--- config.mk ---
export PLATFORM = sky130hd
export DESIGN_NAME = axis_udp_tx
export DESIGN_NICKNAME = d
export VERILOG_FILES = /design/src/rtl/axis_udp_pkg.sv /design/src/rtl/ipv4_csum.sv /design/src/rtl/axis_udp_tx.sv
export SDC_FILE = /design/constraint.sdc
export NUM_CORES = 1
export LEC_CHECK = 0
export CORE_UTILIZATION = 52
export DETAILED_ROUTE_END_ITERATION = 8
export PLACE_DENSITY = 0.87
export SLEW_MARGIN = 10
export SYNTH_ARGS = -nofsm -noshare
export SYNTH_HDL_FRONTEND = slang
export SYNTH_SLANG_ARGS = --single-unit
--- constraint.sdc ---
create_clock -name clk_i -period 5.47 [get_ports clk_i]
set_input_delay 1.3675 -clock clk_i [delete_from_list [all_inputs] [get_ports clk_i]]
set_output_delay 1.3675 -clock clk_i [all_outputs]
set_load 0.01 [all_outputs]
--- src/rtl/axis_udp_pkg.sv ---
// Shared definitions for the UDP frame transmitter: bus widths, frame
// header constants, FSM state encoding and a byte-order helper.
package axis_udp_pkg;

   localparam int AXIS_DATA_WIDTH = 64;
   localparam int AXIS_STRB_WIDTH = AXIS_DATA_WIDTH / 8;
   localparam int HDR_BYTES       = 42;

   localparam logic [15:0] ETHERTYPE_IPV4 = 16'h0800;
   localparam logic [7:0]  IP_VER_IHL     = 8'h45;
   localparam logic [7:0]  IP_TOS         = 8'h00;
   localparam logic [15:0] IP_FLAGS_FRAG  = 16'h4000;
   localparam logic [7:0]  IP_TTL         = 8'd64;
   localparam logic [7:0]  IP_PROTO_UDP   = 8'd17;
   localparam logic [15:0] UDP_CSUM       = 16'h0000;

   typedef enum logic [2:0] {
      ST_IDLE,
      ST_CSUM0,
      ST_CSUM1,
      ST_HDR,
      ST_MIX,
      ST_PAY,
      ST_TAIL
   } state_t;

   // Header is assembled MSB-first (network order); the wire puts byte 0 on
   // tdata[7:0], so reverse byte order once and slice 64-bit words out of it.
   function automatic logic [HDR_BYTES*8-1:0] hdr_to_wire(input logic [HDR_BYTES*8-1:0] be);
      logic [HDR_BYTES*8-1:0] le;
      for (int i = 0; i < HDR_BYTES; i++) begin
         le[8*i +: 8] = be[8*(HDR_BYTES-1-i) +: 8];
      end
      return le;
   endfunction

endpackage

--- src/rtl/ipv4_csum.sv ---
// IPv4 header checksum, two pipelined cycles.
// Ports:
//   clk, rst_n      clock, async active-low reset
//   sum_en          cycle 1: register the 20-bit sum of the ten halfwords
//   fold_en         cycle 2: fold carries, complement, register result
//   total_len, ip_id, src_ip, dst_ip   variable header fields
//   csum            checksum (valid after fold_en cycle)
module ipv4_csum
   import axis_udp_pkg::*;
(
   input  logic        clk,
   input  logic        rst_n,
   input  logic        sum_en,
   input  logic        fold_en,
   input  logic [15:0] total_len,
   input  logic [15:0] ip_id,
   input  logic [31:0] src_ip,
   input  logic [31:0] dst_ip,
   output logic [15:0] csum
);

   logic [19:0] sum_d;
   logic [19:0] sum_q;
   logic [16:0] fold1;
   logic [15:0] fold2;

   // Checksum field itself is taken as zero, so it does not appear here.
   always_comb begin
      sum_d = {4'd0, IP_VER_IHL, IP_TOS} + {4'd0, total_len} + {4'd0, ip_id}
            + {4'd0, IP_FLAGS_FRAG} + {4'd0, IP_TTL, IP_PROTO_UDP}
            + {4'd0, src_ip[31:16]} + {4'd0, src_ip[15:0]}
            + {4'd0, dst_ip[31:16]} + {4'd0, dst_ip[15:0]};
   end

   // Ten halfwords carry at most 4 bits; after one fold a second carry can
   // only occur when the low half is tiny, so the second add cannot overflow.
   assign fold1 = {1'b0, sum_q[15:0]} + {13'd0, sum_q[19:16]};
   assign fold2 = fold1[15:0] + {15'd0, fold1[16]};

   always_ff @(posedge clk or negedge rst_n) begin
      if (!rst_n) begin
         sum_q <= '0;
         csum  <= '0;
      end else begin
         if (sum_en)  sum_q <= sum_d;
         if (fold_en) csum  <= ~fold2;
      end
   end

endmodule

--- src/rtl/axis_udp_tx.sv ---
// Ethernet II / IPv4 / UDP frame transmitter. Prepends a 42-byte header to
// an AXI-Stream payload of N 64-bit words; the 2-byte header tail shifts the
// payload, so each output word mixes two payload words.
// Ports:
//   clk_i, arst_n_i             clock, async active-low reset
//   tx_start_i, len_words_i     frame request and payload length (words)
//   *_mac_i, *_ip_i, *_port_i, ip_id_i   header fields, captured at start
//   s_axis_*                    payload in (tstrb ignored)
//   m_axis_*                    frame out, registered
//   busy_o, len_err_o, start_err_o       status / error pulses
//
// state    | meaning
// ---------+------------------------------------------------------
// ST_IDLE  | waiting for tx_start_i
// ST_CSUM0 | checksum sum stage
// ST_CSUM1 | checksum fold stage
// ST_HDR   | output header words 0..4
// ST_MIX   | output header bytes 40-41 + payload word 0 bytes 0-5
// ST_PAY   | output previous bytes 6-7 + current bytes 0-5
// ST_TAIL  | output last 2 bytes, wait for its handshake
module axis_udp_tx
   import axis_udp_pkg::*;
#(
   parameter int MAX_PAYLOAD_WORDS = 182
) (
   input  logic                       clk_i,
   input  logic                       arst_n_i,
   input  logic                       tx_start_i,
   input  logic [7:0]                 len_words_i,
   input  logic [47:0]                src_mac_i,
   input  logic [47:0]                dst_mac_i,
   input  logic [31:0]                src_ip_i,
   input  logic [31:0]                dst_ip_i,
   input  logic [15:0]                src_port_i,
   input  logic [15:0]                dst_port_i,
   input  logic [15:0]                ip_id_i,
   input  logic                       s_axis_tvalid,
   input  logic [AXIS_DATA_WIDTH-1:0] s_axis_tdata,
   input  logic [AXIS_STRB_WIDTH-1:0] s_axis_tstrb,
   input  logic                       s_axis_tlast,
   output logic                       s_axis_tready,
   output logic                       m_axis_tvalid,
   output logic [AXIS_DATA_WIDTH-1:0] m_axis_tdata,
   output logic [AXIS_STRB_WIDTH-1:0] m_axis_tstrb,
   output logic                       m_axis_tlast,
   input  logic                       m_axis_tready,
   output logic                       busy_o,
   output logic                       len_err_o,
   output logic                       start_err_o
);

   localparam logic [7:0] MAX_LEN = 8'(MAX_PAYLOAD_WORDS);

   state_t                 state;
   logic [47:0]            src_mac_q, dst_mac_q;
   logic [31:0]            src_ip_q, dst_ip_q;
   logic [15:0]            src_port_q, dst_port_q, ip_id_q;
   logic [7:0]             len_q;
   logic [7:0]             pay_rem;
   logic [2:0]             hdr_idx;
   logic [15:0]            prev_q;
   logic [15:0]            tot_len, udp_len, csum;
   logic [HDR_BYTES*8-1:0] hdr_le;
   logic [AXIS_DATA_WIDTH-1:0] hdr_word;
   logic                   adv, pay_fire, pay_last;
   logic                   unused_strb;

   // Payload is word-granular; its byte enables carry no information.
   assign unused_strb = ^s_axis_tstrb;

   assign tot_len = 16'd28 + {5'd0, len_q, 3'd0};
   assign udp_len = 16'd8  + {5'd0, len_q, 3'd0};

   assign hdr_le = hdr_to_wire({dst_mac_q, src_mac_q, ETHERTYPE_IPV4, IP_VER_IHL, IP_TOS,
                                tot_len, ip_id_q, IP_FLAGS_FRAG, IP_TTL, IP_PROTO_UDP, csum,
                                src_ip_q, dst_ip_q, src_port_q, dst_port_q, udp_len, UDP_CSUM});

   always_comb begin
      case (hdr_idx)
         3'd0:    hdr_word = hdr_le[63:0];
         3'd1:    hdr_word = hdr_le[127:64];
         3'd2:    hdr_word = hdr_le[191:128];
         3'd3:    hdr_word = hdr_le[255:192];
         default: hdr_word = hdr_le[319:256];
      endcase
   end

   assign adv           = m_axis_tready | ~m_axis_tvalid;
   assign s_axis_tready = ((state == ST_MIX) || (state == ST_PAY)) && adv;
   assign pay_fire      = s_axis_tvalid & s_axis_tready;
   assign pay_last      = (pay_rem == 8'd1);

   ipv4_csum u_csum (
      .clk       (clk_i),
      .rst_n     (arst_n_i),
      .sum_en    (state == ST_CSUM0),
      .fold_en   (state == ST_CSUM1),
      .total_len (tot_len),
      .ip_id     (ip_id_q),
      .src_ip    (src_ip_q),
      .dst_ip    (dst_ip_q),
      .csum      (csum)
   );

   always_ff @(posedge clk_i or negedge arst_n_i) begin
      if (!arst_n_i) begin
         state         <= ST_IDLE;
         src_mac_q     <= '0;
         dst_mac_q     <= '0;
         src_ip_q      <= '0;
         dst_ip_q      <= '0;
         src_port_q    <= '0;
         dst_port_q    <= '0;
         ip_id_q       <= '0;
         len_q         <= '0;
         pay_rem       <= '0;
         hdr_idx       <= '0;
         prev_q        <= '0;
         m_axis_tvalid <= 1'b0;
         m_axis_tdata  <= '0;
         m_axis_tstrb  <= '0;
         m_axis_tlast  <= 1'b0;
         busy_o        <= 1'b0;
         len_err_o     <= 1'b0;
         start_err_o   <= 1'b0;
      end else begin
         len_err_o   <= 1'b0;
         start_err_o <= 1'b0;
         // A completed handshake empties the register unless a load below refills it.
         if (m_axis_tvalid && m_axis_tready) m_axis_tvalid <= 1'b0;

         case (state)
            ST_IDLE: begin
               if (tx_start_i) begin
                  if ((len_words_i == 8'd0) || (len_words_i > MAX_LEN)) begin
                     start_err_o <= 1'b1;
                  end else begin
                     src_mac_q  <= src_mac_i;
                     dst_mac_q  <= dst_mac_i;
                     src_ip_q   <= src_ip_i;
                     dst_ip_q   <= dst_ip_i;
                     src_port_q <= src_port_i;
                     dst_port_q <= dst_port_i;
                     ip_id_q    <= ip_id_i;
                     len_q      <= len_words_i;
                     pay_rem    <= len_words_i;
                     busy_o     <= 1'b1;
                     state      <= ST_CSUM0;
                  end
               end
            end
            ST_CSUM0: state <= ST_CSUM1;
            ST_CSUM1: begin
               hdr_idx <= 3'd0;
               state   <= ST_HDR;
            end
            ST_HDR: begin
               if (adv) begin
                  m_axis_tvalid <= 1'b1;
                  m_axis_tdata  <= hdr_word;
                  m_axis_tstrb  <= 8'hFF;
                  m_axis_tlast  <= 1'b0;
                  hdr_idx       <= hdr_idx + 3'd1;
                  if (hdr_idx == 3'd4) state <= ST_MIX;
               end
            end
            ST_MIX, ST_PAY: begin
               if (pay_fire) begin
                  m_axis_tvalid <= 1'b1;
                  m_axis_tdata  <= {s_axis_tdata[47:0],
                                    (state == ST_MIX) ? hdr_le[HDR_BYTES*8-1 -: 16] : prev_q};
                  m_axis_tstrb  <= 8'hFF;
                  m_axis_tlast  <= 1'b0;
                  prev_q        <= s_axis_tdata[63:48];
                  pay_rem       <= pay_rem - 8'd1;
                  if (s_axis_tlast != pay_last) len_err_o <= 1'b1;
                  state         <= pay_last ? ST_TAIL : ST_PAY;
               end
            end
            ST_TAIL: begin
               // tlast in the register marks that the tail word is already loaded.
               if (m_axis_tvalid && m_axis_tlast) begin
                  if (m_axis_tready) begin
                     busy_o <= 1'b0;
                     state  <= ST_IDLE;
                  end
               end else if (adv) begin
                  m_axis_tvalid <= 1'b1;
                  m_axis_tdata  <= {48'd0, prev_q};
                  m_axis_tstrb  <= 8'h03;
                  m_axis_tlast  <= 1'b1;
               end
            end
            default: state <= ST_IDLE;
         endcase
      end
   end

endmodule

After elaboration in Yosys (flattened, before gate mapping):

Index checks and enable logic that the tools add are counted.
W data, S select, Z words.

* register bits after elaboration: 359
* input bits: 294
* word-level logic and storage cells: 130
* output and inout bits: 78

* add/subtract/negate cells: 14
* $lt $le $gt $ge: 1
* bitwise gates (word level): 5
* reduce and logical (&&, ||, !) cells: 20
* muxes and demuxes: 48
* equality and inequality tests: 21

Operator list (count)
* $mux W64: 4
* $pmux W64 S4: 1
* $pmux W64 S3: 1
* $add A20 B16 Y20: 5
* $mux W8: 7
* $add A20 B15 Y20 const B: 2
* $mux W3: 8
* $pmux W8 S3: 1
* $mux W1: 18
* $ne A2 B2 Y1 const B: 9
* $pmux W3 S6: 1
* $add A16 B4 Y17: 1
* $add A15 B12 Y16 const A: 1
* $add A16 B1 Y16: 1
* $mux W16: 1
* $not A16 Y16: 1
* $pmux W8 S2: 1
* $add A4 B11 Y12 const A: 1
* $add A5 B11 Y12 const A: 1
* $eq A3 B2 Y1 const B: 4
* $eq A3 B3 Y1 const B: 4
* $reduce_and A5 Y1: 2
* $eq A8 B1 Y1 const B: 1
* $gt A8 B8 Y1 const B: 1
* other kinds (22): 32

Depth between registers and ports, before layout:

* depth in word-level cells: 9
* mapped depth: 21
* mapped depth without buffers: 20

Cells and area by module:

Synthesis repeated with hierarchy kept, for this count alone.

* cell total of the unflattened synthesis: 1708
* area, all modules: 19994.2 sq um

By module, submodules not included
* axis_udp_tx: instances 1, cells each 1147, sequential area each 7932.6 sq um, area each 15050.7 sq um
* ipv4_csum: instances 1, cells each 561, sequential area each 875.8 sq um, area each 4943.5 sq um

Worst setup path after synthesis:

No wires, ideal clock.

* path kind: register to register
* start: register len_q[2]
* end: register u_csum.sum_q[17]
* arrival time: 4.732 ns
* data required time: 5.334 ns
* path buffers: 2
* library setup time: 0.136 ns
* stages on the path, launching flop included: 22
* slack: 0.602 ns
* cell sequence: dfrtp_1 buf_2 and3_1 clkbuf_1 o21ai_0 xnor2_1 ha_1 o21a_1 fa_1 inv_1 fa_1 fa_1 inv_1 ha_1 ha_1 a21oi_1 nor2b_1 a311o_1 a21oi_1 o31ai_1 xnor2_1 o21ai_0

* cells in the longest elaborated chain, start to end: 9

RTL lines
* from (decl): RTL line axis_udp_tx.sv:58 `logic [7:0] len_q;`
* from (signal assigned): RTL line axis_udp_tx.sv:145 `len_q <= len_words_i;`
* $add A5 B11 Y12: RTL line axis_udp_tx.sv:71 `assign tot_len = 16'd28 + {5'd0, len_q, 3'd0};`
* $add A15 B12 Y16: RTL line ipv4_csum.sv:29 `sum_d = {4'd0, IP_VER_IHL, IP_TOS} + {4'd0, total_len} + {4'd0, ip_id}`
* $add A20 B16 Y20: RTL line ipv4_csum.sv:29
* $add A20 B15 Y20 (2 in series): RTL line ipv4_csum.sv:30 `+ {4'd0, IP_FLAGS_FRAG} + {4'd0, IP_TTL, IP_PROTO_UDP}`
* $add A20 B16 Y20 (2 in series): RTL line ipv4_csum.sv:31 `+ {4'd0, src_ip[31:16]} + {4'd0, src_ip[15:0]}`
* $add A20 B16 Y20 (2 in series): RTL line ipv4_csum.sv:32 `+ {4'd0, dst_ip[31:16]} + {4'd0, dst_ip[15:0]};`
* to (signal assigned): RTL line ipv4_csum.sv:45 `if (sum_en) sum_q <= sum_d;`
* to (decl): RTL line ipv4_csum.sv:23 `logic [19:0] sum_q;`

Every way passes these cells.
A chain may end at the register's enable or synchronous reset.

Worst setup path after layout:

* start: register len_q[1]
* end: register u_csum.sum_q[17]

The elaborated chain is that of the path after synthesis.

==> metrics.md <==
| Metric | Value |
|---|---|
| Worst skew pair latency | 540 ps |
| DIE WIDTH | 191 um |
| Status | complete, no violations |
| I/O pin count | 372 |
| CP Data Required Time | 5860 ps |
| Largest family of logic cells by synthesized area | compound AO/OA/AOI/OAI gates |
| Largest net degree at the start of global routing | 118 |
| Port Buffer Count | approximately 360 |
| Tot GR Track Use | 31.8% |
| Critical path fanouts, max | 6 |
| Vias per cell | between 6 and 7 |
| Most used cell, CP | ha_1 |
| Grt total ovfl | 0 |
| Mux cell area share after synthesis | 13.5% |
| # rows | 68 |
| Hold EP | m_axis_tdata[6] |
| Post-CTS Hold Fix Bufs | 0 |
| Final hold violation count | 0 |
| Core ar. | 34,700 um2 |
| Max Slew Vio Count | 0 |
| R2R Path Start | len_q[1] |
| DRT Pass-1 Iters | 9 |
| DR iter-0 viols | 1,730 |
| P&R area growth vs syn | 28.3% |
| Vias in the first global route | about 15k |
| CP Launch Type | flip-flop |
| Post-Synthesis Cells | 1,671 |
| Die area | 36,300 um2 |
| Worst Setup End Kind | flip-flop |
| Yosys reg bits | 352 |
| Maximum clock rate | between 150 and 200 MHz |
| Routability cong. | ~0.93 |
| Yosys warning count | 0 |
| Worst path arrival time | 5690 ps |
| Max-cap viol count | 0 |
| Total clock sinks | 352 |
| Area occupied by registers | about 8800 um2 |
| Period utilization | between 90% and 100% |
| Synth Area in XOR/XNOR | 2.46% |
| R2r worst-path depth | 20 |
| Unique masters post-synth | just over 70 |
| Routed len/inst | 23.3 um |
| Post-synth EDFFs | 0 |
| Initial Util | 53.2% |
| Synth top area share | 47.7% |
| Clock Tree Buf Depth | 3 |
| WHS | 479 ps |
| Type of the worst min-delay path | flip-flop to flip-flop |
| Multi-input gate area | 8850 um2 |
| Reg clk slew, reported paths | approximately 60 ps |
| Synth Area in Compound Gates | 13.5% |
| Fill cell total of the finished layout | ~2.5k |
| Worst Hold Launch | m_axis_tdata[6] |
| Initial antenna violation count | 1 |
| R2r endpoint | u_csum.sum_q[17] |
| Synth Area in Adders | 9.91% |
| HPWL Detailed | 42,700 um |
| Syn_area_per_cell | 11.1 um2 |
| TritonCTS buffer count | 38 |
| Via count | 15.2k |
| Critical path class | flip-flop to flip-flop |
| Antenna viol nets, final | 0 |
| Post-synth ARST share | 100% |
| Critical-path top delay cell | fa_1 |
| Simple-gate share of the synthesized area | 8.00% |
| Max_slew headroom | between 30% and 40% |
| Drc violations | 0 |
| Syn_nets | 2,076 |
| Fraction of layout cells with a size suffix above 1 | 16.4% |
| Critical Path Max Stage Delay | 550 ps |
| Hold Crit Depth | 2 |
| Synth Cell Area | 18,500 um2 |
| Max H-tree Level | 2 |
| Routed wire length | 57,700 um |
| Critical path cell sequence | inv_1, ha_1, nand3b_1, xnor2_2, ha_1, o21a_1, fa_1, inv_1, fa_1, fa_1, inv_1, ha_1, ha_1, a21oi_2, nor2b_1, a311o_1, a21oi_1, o31ai_1, xnor2_1, o21ai_0 |
| Nets | 2,393 |
| Clock Skew | 19.7 ps |
| CTS tree | done |
| Post-layout util | 68.3% |
| Synth Flop Type | dfrtp_1 |
| Largest cells by area after synthesis | dfrtp_1 48%, mux2_2 13%, fa_1 6.4%, nand2_1 3.6%, ha_1 3.5% |
| Root buffer cell | clkbuf_16 |
| Area leader, netlist | dfrtp_1 |
| First-pass GRT wire length | between 80,000 and 90,000 um |
| Die Y | 191 um |
| Slew at the pin closest to its max-slew limit | 1040 ps |
| Sequential share of the synthesized area | ~48% |
| R2R Setup Slk | 170 ps |
| Number of setup violations in the final report | 0 |
| Min Tclk post-route | 5300 ps |
cell type report:
class	count	share of cell area, %
Antenna cell	1	0.0106
Clock buffer	58	4.71
Clock inverter	10	0.512
Inverter	95	1.50
Multi-Input combinational cell	1112	37.3
Sequential cell	352	37.1
Tap cell	455	2.40
Timing Repair Buffer	389	16.4
timing repair:
action                                  in CTS  in global routing
gates resized for setup                      0                  8
buffers inserted                             0                  1
endpoints found under the setup margin       0                  5
stage by stage:
step	setup slack [ps]	area (um2)	instances	setup TNS [ps]
after floorplan	602	18500	1671	0
after global placement	334	22400	2402	0
after detailed placement	167	22400	2402	0
after CTS	145	23700	2470	0
after global routing	-17.6	23700	2472	-17.6
final	169	23700	2472	0
layout by cell type, fill, tap and decap left out, types with 4 or more instances in the layout:
| cell type | synthesis | routed |
|---|---|---|
| dfrtp_1 | 352 | 351 |
| nor2_1 | 93 | 92 |
| clkbuf_8 | 0 | 7 |
| buf_4 | 23 | 21 |
| a31oi_1 | 10 | 10 |
| clkinv_2 | 0 | 5 |
| clkbuf_16 | 0 | 39 |
| clkbuf_1 | 52 | 12 |
| and3_1 | 8 | 7 |
| a222oi_1 | 50 | 50 |
| xnor2_1 | 40 | 37 |
| o21ai_1 | 17 | 18 |
| nand4_1 | 4 | 4 |
| nand2_1 | 177 | 177 |
| a221oi_1 | 25 | 25 |
| a22oi_1 | 14 | 14 |
| o21ai_0 | 114 | 113 |
| nand2b_1 | 8 | 8 |
| mux2_2 | 220 | 220 |
| xor2_1 | 12 | 12 |
| a21oi_1 | 107 | 103 |
| buf_12 | 0 | 5 |
| inv_1 | 94 | 94 |
| nor3_1 | 7 | 7 |
| a21o_1 | 6 | 6 |
| nor2b_1 | 9 | 7 |
| ha_1 | 52 | 51 |
| a21oi_2 | 2 | 4 |
| fa_1 | 59 | 59 |
| o21bai_1 | 5 | 5 |
| nor4_1 | 7 | 7 |
| nand3_1 | 12 | 12 |
| clkdlybuf4s50_1 | 0 | 362 |
routing by layer:
layer / part of all wire (%) / track usage [%] / up-vias
li1: - / - / 6530
met1: 39 / 42.8 / 7562
met2: 47 / 50.0 / 893
met3: 9.7 / 6.48 / 200
met4: 4.9 / 13.7 / 0
met5: 0 / 0 / -
flip-flops by register name, summed over array words and instances (netlist names), 8 cells and up:
register and count:
dst_ip_q 32, u_csum.sum_q 19, src_mac_q 48, src_ip_q 32
src_port_q 16, ip_id_q 16, len_q 8, pay_rem 8
prev_q 16, dst_mac_q 48, dst_port_q 16, u_csum.csum 16
m_axis_tdata 64
worst max-delay path, delay by kind of cell (launching register included):
family	cells	cell delay (ps)
adder cells (fa/ha/maj)	7	2710
AO/OA/AOI/OAI	6	1160
flip-flops	1	450
XOR/XNOR	2	340
AND/OR/NAND/NOR	2	320
buffers and inverters	3	190
cells in the mapped netlist (8+ instances only):
library cell,n
dfrtp_1,352
mux2_2,220
nand2_1,177
o21ai_0,114
a21oi_1,107
inv_1,94
nor2_1,93
fa_1,59
clkbuf_1,52
ha_1,52
a222oi_1,50
xnor2_1,40
buf_2,28
a221oi_1,25
buf_4,23
o21ai_1,17
a22oi_1,14
nand3_1,12
xor2_1,12
a31oi_1,10
nor2b_1,9
and3_1,8
buf_1,8
nand2b_1,8
kinds of logic after synthesis:
| kind of cell | after synthesis |
|---|---|
| AO/OA/AOI/OAI | 385 |
| flip-flops | 352 |
| AND/OR/NAND/NOR | 342 |
| multiplexers | 222 |
| buffers and inverters | 207 |
| adder cells (fa/ha/maj) | 111 |
| XOR/XNOR | 52 |
worst max-delay path by stage:
stage | startpoint | end | cells past startpoint
after floorplan | len_q[2] | u_csum.sum_q[17] | 21
after global placement | len_q[2] | u_csum.sum_q[17] | 19
after detailed placement | len_q[0] | u_csum.sum_q[17] | 20
after CTS | len_q[2] | u_csum.sum_q[17] | 19
after global routing | len_q[1] | u_csum.sum_q[17] | 20
final | len_q[1] | u_csum.sum_q[17] | 20
Power is not shown: default switching activity piles up to over one toggle a cycle in this logic, so the estimate is an artifact.
